===== config.mk =====
export PLATFORM = sky130hd
export DESIGN_NAME = huffman_coder
export DESIGN_NICKNAME = d
export VERILOG_FILES = /design/src/rtl/huffman_coder_pkg.sv /design/src/rtl/huffman_code_rom.sv /design/src/rtl/huffman_coder.sv
export SDC_FILE = /design/constraint.sdc
export NUM_CORES = 1
export LEC_CHECK = 0
export CORE_MARGIN = 2
export CORE_UTILIZATION = 47
export CTS_CLUSTER_DIAMETER = 80
export DETAILED_ROUTE_END_ITERATION = 16
export HOLD_SLACK_MARGIN = 0.08
export PLACE_DENSITY_LB_ADDON = 0.08
export SKIP_CTS_REPAIR_TIMING = 1
export SLEW_MARGIN = 30
export SYNTH_ARGS = -nofsm -noshare
export SYNTH_HDL_FRONTEND = slang
export SYNTH_SLANG_ARGS = --single-unit

===== constraint.sdc =====
create_clock -name clock -period 4.89 [get_ports clock]
set_input_delay 0.978 -clock clock [delete_from_list [all_inputs] [get_ports clock]]
set_output_delay 0.978 -clock clock [all_outputs]
set_load 0.1 [all_outputs]

===== src/rtl/huffman_coder_pkg.sv =====
// Shared constants, field positions and the fixed prefix-code table for huffman_coder.
package huffman_coder_pkg;

  localparam int unsigned WORD_W   = 32;
  localparam int unsigned MAX_LEN  = 7;
  localparam int unsigned SYM_W    = 4;
  localparam int unsigned MAX_SYMS = 6;

  localparam int unsigned LEN_W    = 3;
  localparam int unsigned FILL_W   = 5;
  localparam int unsigned NSYM_W   = 3;
  localparam int unsigned CNT_W    = 16;
  localparam int unsigned PACK_W   = 2 * WORD_W;
  localparam int unsigned SH_W     = 7;

  localparam int unsigned CMD_FLUSH  = 31;
  localparam int unsigned CMD_N_LO   = 28;
  localparam int unsigned CMD_SYM_LO = 0;
  localparam int unsigned CMD_SYM_W  = SYM_W * MAX_SYMS;

  localparam int unsigned STS_BUSY    = 31;
  localparam int unsigned STS_DROP    = 30;
  localparam int unsigned STS_FILL_LO = 16;
  localparam int unsigned STS_FILL_W  = 6;
  localparam int unsigned STS_CNT_LO  = 0;

  typedef struct packed {
    logic [MAX_LEN-1:0] code;
    logic [LEN_W-1:0]   len;
  } code_t;

  typedef enum logic [1:0] {
    ST_IDLE  = 2'd0,
    ST_ENC   = 2'd1,
    ST_FLUSH = 2'd2
  } state_t;

  // Right-aligned code and its length; symbols 8..15 share the 1111 escape prefix.
  function automatic code_t huff_lookup(input logic [SYM_W-1:0] sym);
    code_t c;
    c = '0;
    if (sym[3]) begin
      c.code = {4'b1111, sym[2:0]};
      c.len  = 3'd7;
    end else begin
      case (sym[2:1])
        2'd0:    begin c.code = {6'b000000, sym[0]}; c.len = 3'd2; end
        2'd1:    begin c.code = {6'b000010, sym[0]}; c.len = 3'd3; end
        2'd2:    begin c.code = {6'b000110, sym[0]}; c.len = 3'd4; end
        default: begin c.code = {6'b001110, sym[0]}; c.len = 3'd5; end
      endcase
    end
    return c;
  endfunction

endpackage


===== src/rtl/huffman_code_rom.sv =====
// Combinational symbol -> (right-aligned code, length) map.
module huffman_code_rom
  import huffman_coder_pkg::*;
(
  input  logic [SYM_W-1:0]   sym,
  output logic [MAX_LEN-1:0] code_c,
  output logic [LEN_W-1:0]   len_c
);

  code_t entry;

  always_comb begin
    entry  = huff_lookup(sym);
    code_c = entry.code;
    len_c  = entry.len;
  end

endmodule


===== src/rtl/huffman_coder.sv =====
// Avalon-MM Huffman encoder: batch sequencer, MSB-first word packer and status register.
// Optional HUFFMAN_CODER_STATS_EN adds the emitted-word counter and sticky drop flag.
module huffman_coder
  import huffman_coder_pkg::*;
(
  input  logic              clock,
  input  logic              resetn,
  input  logic              chipselect,
  input  logic              write,
  input  logic [WORD_W-1:0] writedata,
  input  logic              read,
  output logic [WORD_W-1:0] readdata,
  output logic [WORD_W-1:0] encoded_out,
  output logic              enable_out
);

  state_t                state_q, state_d;
  logic [CMD_SYM_W-1:0]  syms_q;
  logic [NSYM_W-1:0]     left_q;
  logic                  flush_q;
  logic [WORD_W-1:0]     acc_q;
  logic [FILL_W-1:0]     fill_q;

  logic                  wr_c, rd_c, accept_c;
  logic                  load_c, enc_c, flush_c, busy_c;
  logic [NSYM_W-1:0]     n_raw_c, n_c;
  logic [MAX_LEN-1:0]    rom_code_c;
  logic [LEN_W-1:0]      rom_len_c;
  logic [FILL_W:0]       sum_c;
  logic                  wrap_c, emit_c;
  logic [SH_W-1:0]       shamt_c;
  logic [PACK_W-1:0]     pack_c;
  logic [WORD_W-1:0]     emit_word_c, status_c;
  logic                  unused_bits;

  assign unused_bits = ^writedata[27:24];

  assign wr_c     = chipselect & write;
  assign rd_c     = chipselect & read;
  assign accept_c = wr_c & ~busy_c;
  assign n_raw_c  = writedata[CMD_N_LO +: NSYM_W];
  assign n_c      = (n_raw_c == 3'd7) ? NSYM_W'(MAX_SYMS) : n_raw_c;

  huffman_code_rom u_rom (
    .sym    (syms_q[SYM_W-1:0]),
    .code_c (rom_code_c),
    .len_c  (rom_len_c)
  );

  always_ff @(posedge clock or negedge resetn) begin
    if (!resetn) state_q <= ST_IDLE;
    else         state_q <= state_d;
  end

  always_comb begin
    state_d = state_q;
    case (state_q)
      ST_IDLE: begin
        if (accept_c) begin
          if (n_c != '0)                 state_d = ST_ENC;
          else if (writedata[CMD_FLUSH]) state_d = ST_FLUSH;
        end
      end
      ST_ENC:   if (left_q == 3'd1) state_d = flush_q ? ST_FLUSH : ST_IDLE;
      ST_FLUSH: state_d = ST_IDLE;
      default:  state_d = ST_IDLE;
    endcase
  end

  always_comb begin
    load_c  = 1'b0;
    enc_c   = 1'b0;
    flush_c = 1'b0;
    busy_c  = 1'b1;
    case (state_q)
      ST_IDLE:  begin busy_c = 1'b0; load_c = accept_c; end
      ST_ENC:   enc_c   = 1'b1;
      ST_FLUSH: flush_c = 1'b1;
      default:  busy_c  = 1'b0;
    endcase
  end

  // Place the code directly below the occupied bits in a double-width window.
  always_comb begin
    sum_c       = (FILL_W + 1)'(fill_q) + (FILL_W + 1)'(rom_len_c);
    wrap_c      = sum_c[FILL_W];
    shamt_c     = SH_W'(PACK_W) - SH_W'(sum_c);
    pack_c      = {acc_q, {WORD_W{1'b0}}} | (PACK_W'(rom_code_c) << shamt_c);
    emit_c      = (enc_c & wrap_c) | (flush_c & (fill_q != '0));
    emit_word_c = flush_c ? acc_q : pack_c[PACK_W-1:WORD_W];
  end

  always_ff @(posedge clock or negedge resetn) begin
    if (!resetn) begin
      syms_q      <= '0;
      left_q      <= '0;
      flush_q     <= 1'b0;
      acc_q       <= '0;
      fill_q      <= '0;
      encoded_out <= '0;
      enable_out  <= 1'b0;
    end else begin
      enable_out <= emit_c;
      if (emit_c) encoded_out <= emit_word_c;
      if (load_c) begin
        syms_q  <= writedata[CMD_SYM_LO +: CMD_SYM_W];
        left_q  <= n_c;
        flush_q <= writedata[CMD_FLUSH];
      end
      if (enc_c) begin
        syms_q <= syms_q >> SYM_W;
        left_q <= left_q - 3'd1;
        acc_q  <= wrap_c ? pack_c[WORD_W-1:0] : pack_c[PACK_W-1:WORD_W];
        fill_q <= sum_c[FILL_W-1:0];
      end else if (flush_c) begin
        acc_q  <= '0;
        fill_q <= '0;
      end
    end
  end

`ifdef HUFFMAN_CODER_STATS_EN
  logic [CNT_W-1:0] cnt_q;
  logic             drop_q;

  // A drop in the same cycle as a served read keeps the flag set.
  always_ff @(posedge clock or negedge resetn) begin
    if (!resetn) begin
      cnt_q  <= '0;
      drop_q <= 1'b0;
    end else begin
      if (emit_c) cnt_q <= cnt_q + 16'd1;
      drop_q <= (wr_c & busy_c) | (drop_q & ~rd_c);
    end
  end
`endif

  always_comb begin
    status_c = '0;
    status_c[STS_BUSY] = busy_c;
    status_c[STS_FILL_LO +: STS_FILL_W] = STS_FILL_W'(fill_q);
`ifdef HUFFMAN_CODER_STATS_EN
    status_c[STS_DROP] = drop_q;
    status_c[STS_CNT_LO +: CNT_W] = cnt_q;
`endif
  end

  always_ff @(posedge clock or negedge resetn) begin
    if (!resetn)   readdata <= '0;
    else if (rd_c) readdata <= status_c;
  end

endmodule


[After elaboration in Yosys (flattened, before gate mapping)]
Cells that the tools add are included.
Storage, ports and cells
  RAM bits: 0
  output and inout port bits: 65
  bits in latches: 0
  memories kept: 0
  ROM bits: 0
  bits in registers: 106
  word-level logic and storage cells: 61
Operators by class
  bitwise operators: 8
  $mul: 0
  shift operators: 1
  add/sub/neg operators: 3
  div/mod/pow operators: 0
  equality and inequality tests: 9
  multiplexer cells: 23
  magnitude comparators: 0
  reductions and logical operators: 8
Operator list (count)
  32-bit 2-to-1 mux: 4
  64-bit bitwise OR: 1
  7-bit by 7-bit left shift with 64-bit output: 1
  24-bit 2-to-1 mux: 2
  8-bit case mux with 3 select lines: 1
  10-bit 2-to-1 mux: 1
  2-bit 2-to-1 mux: 5
  5-bit 2-to-1 mux: 2
  3-bit 2-to-1 mux: 3
  7-bit by 6-bit subtractor with 7-bit output, first input constant: 1
  5-bit by 3-bit adder with 6-bit output: 1
  1-bit bitwise AND: 5
  5-bit nonzero test: 1
  2-bit by 1-bit equality test with 1-bit output, second input constant: 2
  2-bit equality test, second input constant: 2
  2-bit logical NOT: 2
  1-bit 2-to-1 mux: 4
  2-bit != test, second input constant: 2
  2-bit case mux with 2 select lines: 1
  2-bit nonzero test: 2
  3-bit by 1-bit equality test with 1-bit output, second input constant: 1
  3-bit equality test, second input constant: 1
  3-bit != test, second input constant: 1
  3-bit AND reduction: 1
  other kinds (5): 5

[Longest topological paths before layout]
Gate-level depths: netlist of the first run.
  depth after elaboration: 9
  depth in mapped cells: 15
  depth with buffers taken out: 11

[By module]
A second synthesis of the first run with hierarchy kept.
Unflattened totals
  cells, all modules: 635
  area, all modules: 5834.3 um^2
Modules (own cells, without submodules)
  huffman_coder: area an instance 5761.8 um^2, times used 1, cells an instance 623
  huffman_code_rom: area an instance 72.6 um^2, times used 1, cells an instance 12

[Least setup slack after synthesis of the first run]
OpenSTA, ideal clock, no wires.
  path kind: register to register
  start: register syms_q[3]
  end: register encoded_out[7]
  stages on the path, launching flop included: 15
  data required time: 4.812 ns
  buffers on the path: 3
  clock period less this slack: 3.773 ns
  slack: 1.117 ns
  data arrival time: 3.696 ns
  cell sequence: dfrtp_1 > clkbuf_1 > clkbuf_1 > or2_2 > ha_1 > inv_1 > fa_1 > ha_1 > buf_2 > or3b_2 > a21oi_1 > nor2_1 > a21o_1 > or4_1 > a21oi_1
On the way
  word-level cells in the longest chain between the ends: 6
  elaborated cells between the ends (all ways): 8
  those cells by class: add/sub: 2; shift: 1; mux: 2; bitwise: 3
Ends and longest elaborated chain
  start, declared: line huffman_coder.sv:18  | logic [CMD_SYM_W-1:0] syms_q;
  start signal, assigned: line huffman_coder.sv:106  | syms_q <= writedata[CMD_SYM_LO +: CMD_SYM_W];
  start signal, assigned: line huffman_coder.sv:111  | syms_q <= syms_q >> SYM_W;
  10-bit 2-to-1 mux *: line huffman_coder_pkg.sv:42  | if (sym[3]) begin
  5-bit by 3-bit adder with 6-bit output: line huffman_coder.sv:85  | sum_c = (FILL_W + 1)'(fill_q) + (FILL_W + 1)'(rom_len_c);
  7-bit by 6-bit subtractor with 7-bit output: line huffman_coder.sv:87  | shamt_c = SH_W'(PACK_W) - SH_W'(sum_c);
  7-bit by 7-bit left shift with 64-bit output: line huffman_coder.sv:88  | pack_c = {acc_q, {WORD_W{1'b0}}} | (PACK_W'(rom_code_c) << shamt_c);
  64-bit bitwise OR: line huffman_coder.sv:88
  32-bit 2-to-1 mux: line huffman_coder.sv:90  | emit_word_c = flush_c ? acc_q : pack_c[PACK_W-1:WORD_W];
  end signal, assigned: line huffman_coder.sv:104  | if (emit_c) encoded_out <= emit_word_c;
  end, declared: line huffman_coder.sv:13  | output logic [WORD_W-1:0] encoded_out,
Every way passes the cells marked *; elsewhere a longest branch is shown, timed or not.
A chain may end at the register's enable or synchronous reset.

[Final worst setup path of the first run]
  start: register syms_q[1]
  end: register encoded_out[7]
On the way
  word-level cells in the longest chain between the ends: 8
  elaborated cells between the ends (all ways): 12
  those cells by class: add/sub: 2; eq/ne: 2; shift: 1; mux: 3; bitwise: 3; reduce/logical: 1
Ends and longest elaborated chain
  2-bit equality test, or another cell as far along: line huffman_coder_pkg.sv:46  | case (sym[2:1])
  8-bit case mux with 3 select lines: line huffman_coder_pkg.sv:46
  10-bit 2-to-1 mux *: line huffman_coder_pkg.sv:42
  5-bit by 3-bit adder with 6-bit output: line huffman_coder.sv:85
  7-bit by 6-bit subtractor with 7-bit output: line huffman_coder.sv:87
  7-bit by 7-bit left shift with 64-bit output: line huffman_coder.sv:88
  64-bit bitwise OR: line huffman_coder.sv:88
  32-bit 2-to-1 mux: line huffman_coder.sv:90
Marks and branches as above.

==> results of run 1 <==
area by class of cell:
class | instances | share of cell area [%]
Clock buffer | 10 | 3.164
Clock inverter | 6 | 0.8992
Inverter | 21 | 1.089
Multi-Input combinational cell | 508 | 43.97
Sequential cell | 106 | 36.66
Tap cell | 172 | 2.974
Timing Repair Buffer | 85 | 11.24
layout by cell type (no fill, tap or decap), types with 4 or more instances in the layout:
master / instances
nand3_1: 13
a21o_1: 6
a21oi_1: 22
and2_1: 8
a32oi_1: 4
nand2_1: 113
nand2b_1: 8
clkbuf_16: 9
nor2b_1: 6
mux2i_1: 28
nor3_1: 11
a2bb2oi_1: 5
inv_1: 20
ha_1: 9
clkdlybuf4s50_1: 70
dfrtp_1: 106
a32o_1: 13
o21ai_0: 63
o22ai_1: 11
nor2_1: 43
o2111ai_1: 4
nand4_1: 5
o21ai_1: 4
conb_1: 26
mux2_2: 4
a22o_1: 8
buf_4: 15
o211ai_1: 4
a41oi_1: 5
o31ai_1: 4
or2_2: 5
flip-flops by register name, summed over array words and instances (netlist names):
| name | count |
|---|---|
| acc_q | 32 |
| enable_out | 1 |
| encoded_out | 32 |
| fill_q | 5 |
| flush_q | 1 |
| left_q | 3 |
| readdata | 6 |
| state_q | 2 |
| syms_q | 24 |
worst max-delay path: stages, from the launching register on:
cell	delay, ns
dfrtp_1	0.51
or2_2	0.33
ha_1	0.23
inv_1	0.09
fa_1	0.48
ha_1	0.57
or3b_2	0.53
a21oi_1	0.29
nor2_1	0.13
a21o_1	0.25
or4_1	0.47
a21oi_1	0.13
cells by family after synthesis:
group	count (synthesis)	share of synthesized area [%]
AND/OR/NAND/NOR	229	16.81
AO/OA/AOI/OAI	203	23.55
flip-flops	106	42.93
buffers and inverters	87	7.270
multiplexers	33	5.508
adder cells (fa/ha/maj)	10	2.147
XOR/XNOR	7	1.721
other	1	0.06070
metrics by stage:
stage | instance area (sq um) | hold WS [ns] | std cells | setup slack [ns]
2_1_floorplan | 6272 | 0.4386 | 701 | 1.117
3_5_place_dp | 6942 | 0.4585 | 892 | 0.8650
3_3_place_gp | 6942 | 0.4578 | 892 | 0.9421
6_report | 7236 | 0.4727 | 908 | 0.8011
5_1_grt | 7236 | 0.4910 | 908 | 0.5626
4_1_cts | 7236 | 0.4777 | 908 | 0.8341
per-layer routing:
layer | vias up | GRT usage [%]
li1 | 2508 | -
met1 | 2562 | 33.47
met2 | 190 | 38.07
met3 | 33 | 4.633
met4 | 0 | 9.449
met5 | - | 0
worst max-delay path by stage:
stage / cells after the start / slack, ns / startpoint / end
2_1_floorplan: 14 / 1.12 / syms_q[3] / encoded_out[7]
3_3_place_gp: 11 / 0.94 / syms_q[1] / encoded_out[7]
3_5_place_dp: 11 / 0.86 / syms_q[1] / encoded_out[7]
4_1_cts: 11 / 0.83 / syms_q[1] / encoded_out[7]
5_1_grt: 10 / 0.56 / syms_q[1] / encoded_out[7]
6_report: 11 / 0.80 / syms_q[1] / encoded_out[7]
==> summary.txt, run 1 <==
status: complete, no violations
Antenna Nets Post-Route: 0
area occupied by multi-input gates: 3182 sq um
initial antenna violation count: 0
YS warnings: 0
synthesis-to-layout area growth: 17.11%
largest area contributor in the netlist: dfrtp_1
post-synthesis sequential area ratio: 42.93%
Min-Delay Path Class: reg2reg
WL final: 16.63 mm
worst r2r path cells: 11
fin util: 56.87%
Routed met3 length: 990 microns
placer congestion estimate: 0.8950
worst reg2reg path endpoint: encoded_out[7]
CTS tree: done
IO Count: 102
Area contributors post-synth: dfrtp_1 43%, nand2_1 6.9%, o21ai_0 5.1%
Post-synth EDFFs: 0
nets: 778
Final Hold Fails: 0
hold depth: 2
std cell rows: 41
f_max: 0.2446 GHz
Die ar.: 14080 sq um
Req. time, crit path: 5.17 ns
CP Class: reg2reg
HPWL Detailed: 12.07 mm
final worst-path cycle share: 83.62%
Die Width: 118.7 microns
die span in y: 118.7 microns
CTS root buf: clkbuf_16
port bufs: 71
Max FO, Critical Path: 21
pin count of the biggest net entering global routing: 51
vias in the first global route: 5117
DRT Pass-1 Iters: 5
cts bufs inserted: 9
clock-pin slew of the registers on the worst-case setup and hold paths: 0.07 ns
most common cell in the netlist: nand2_1
Seq. cell area: 2653 sq um
Vias/cell: 5.829
first-pass GRT wire length: 27.23 mm
crit path DAT: 4.37 ns
Routed wire per std cell: 18.31 microns
hold path start: encoded_out[11]
Top Metal Used: met4
Initial Util: 48.56%
Avg Cell Area, Syn: 9.140 sq um
total gr overflow: 0
RSZ-0062 raised after global routing: no
kind of end point of the critical path: flip-flop
FILL cells: 1208
WL met1: 7.283 mm
share of post-route cells with drive strength above 1: 7.880%
Iter 0 DRT Violations: 409
R2R Setup Slk: 0.80 ns
Slew headroom: 34.24%
Post-Syn Instances: 676
Post-synth ARST share: 100.0%
Remaining DRCs: 0
share of the synthesized area in the top cell type: 42.93%
Setup violations, final: 0
number of synthesized register bits: 106
DR vias: 5293
worst-case hold path end point: encoded_out[11]
Met2 Wirelength: 7.873 mm
min Tclk post-route: 4.089 ns
core area: 12720 sq um
CTS Sinks: 106
area of the mapped netlist: 6178 sq um
worst reg2reg startpoint: syms_q[1]
total track usage: 24.37%
clk_skew: 0.008920 ns
nature of the critical path startpoint: flip-flop
Yosys cell types: 85
n_diodes: 0
Max clock buf depth: 2
number of max-cap violations: 0
Commonest cells post-synth: 113 x nand2_1, 106 x dfrtp_1, 63 x o21ai_0, 43 x nor2_1, 28 x mux2i_1
top_reg_cell synth: dfrtp_1
Max Slew Vio Count: 0
Worst-Margin Slew: 0.9834 ns
setup_tns: 0 ns
H-tree Lvls: 3
Clk Latency, worst-skew pair: 0.36 ns
Power of run 1 is not shown: default switching activity piles up to over one toggle a cycle in this logic, so the estimate is an artifact.
==> run 2: changes to the inputs <==
==> constraint.sdc (replaced) <==
create_clock -name clock -period 3.6 [get_ports clock]
set_input_delay 0.72 -clock clock [delete_from_list [all_inputs] [get_ports clock]]
set_output_delay 0.72 -clock clock [all_outputs]
set_load 0.1 [all_outputs]
==> summary.txt, run 2 (same netlist as run 1, synthesis figures left out) <==
Remaining DRCs: 0
status: complete, no violations
final worst-path cycle share: 97.07%
Final Hold Fails: 0
Req. time, crit path: 3.88 ns
Vias/cell: 5.771
total gr overflow: 0
RSZ-0062 raised after global routing: no
Antenna Nets Post-Route: 0
placer congestion estimate: 0.9447
Routed wire per std cell: 17.81 microns
biggest regs: acc_q x32, encoded_out x32, syms_q x24
CTS Sinks: 106
commonest non-fill, non-tap cell in the layout: nand2_1
number of max-cap violations: 0
pin count of the biggest net entering global routing: 62
std cell rows: 41
CP Class: reg2reg
CTS root buf: clkbuf_16
non-filler cells in the finished layout: 927
f_max: 0.2862 GHz
Setup violations, final: 0
share of post-route cells with drive strength above 1: 10.46%
nature of the critical path startpoint: flip-flop
first-pass GRT wire length: 26.99 mm
dpl cells: 908
Initial Util: 48.56%
Worst-Margin Slew: 0.9749 ns
clock-pin slew of the registers on the worst-case setup and hold paths: 0.07 ns
DR vias: 5350
cts bufs inserted: 9
nets: 797
WL final: 16.51 mm
kind of end point of the critical path: flip-flop
H-tree Lvls: 3
Clk Latency, worst-skew pair: 0.36 ns
Die ar.: 14080 sq um
port bufs: 71
die span in y: 118.7 microns
Max FO, Critical Path: 5
setup_tns: 0 ns
Slew headroom: 34.80%
total track usage: 24.24%
clk_skew: 0.008643 ns
most frequent cells in the layout: 113 x nand2_1, 106 x dfrtp_1, 70 x clkdlybuf4s50_1
Min-Delay Path Class: in2async
CTS tree: done
Iter 0 DRT Violations: 345
Max clock buf depth: 2
vias in the first global route: 5085
DRT Pass-1 Iters: 7
crit path DAT: 3.78 ns
IO Count: 102
initial antenna violation count: 0
Die Width: 118.7 microns
synthesis-to-layout area growth: 20.41%
FILL cells: 1178
Max Slew Vio Count: 0
n_diodes: 0
HPWL Detailed: 12.10 mm
min Tclk post-route: 3.495 ns
core area: 12720 sq um
==> run 2: path summary, 6_finish.rpt <==
check                           from               to  slack, ns  cells past startpoint
setup reg to reg           syms_q[3]   encoded_out[7]       0.11                     11
max in group asynchronous     resetn        fill_q[3]       2.40                      2
min in group clock         acc_q[17]  encoded_out[17]       0.47                      2
hold reg to reg            acc_q[17]  encoded_out[17]       0.47                      2
hold / removal                resetn  encoded_out[22]       0.44                      1
setup / recovery           syms_q[3]   encoded_out[7]       0.11                     11
==> run 2: layout make-up <==
class	count	area (sq um)	area share, %
multi-input combinational	508	3197	42.97
inverter	21	78.83	1.060
clock buffer	11	242.7	3.263
tap	172	215.2	2.893
sequential	106	2653	35.65
clock inverter	5	60.06	0.8073
timing repair buffer	104	993.5	13.35
==> run 2: routing by layer <==
metal / up-vias / global-route usage, % / routed length (microns)
met5: - / 0 / 0
met4: 0 / 6.696 / 285
met3: 25 / 4.344 / 975
met2: 193 / 38.90 / 7878
met1: 2591 / 33.72 / 7369
li1: 2541 / - / -
==> run 2: worst max-delay path, cell delays in order (launching register included) <==
cell and delay [ns]:
dfrtp_1 0.37, or2_2 0.30, ha_2 0.20, inv_1 0.07
fa_1 0.48, ha_1 0.36, or3b_2 0.49, a21oi_4 0.19
nor2_1 0.10, a21o_1 0.23, or4_1 0.49, a21oi_1 0.13
==> run 2: metrics by stage <==
step | instance area (sq um) | setup WS, ns | hold slack, ns | util [%]
after floorplan | 6299 | 0.0005986 | 0.4244 | -
after global placement | 7106 | 0.1793 | 0.4580 | 55.85
after detailed placement | 7106 | 0.1520 | 0.4609 | 55.85
after CTS | 7408 | 0.1258 | 0.4715 | 58.23
after global routing | 7440 | 0.01807 | 0.4933 | 58.48
final | 7440 | 0.1055 | 0.4445 | 58.48
Power of run 2 is left out for the same reason.
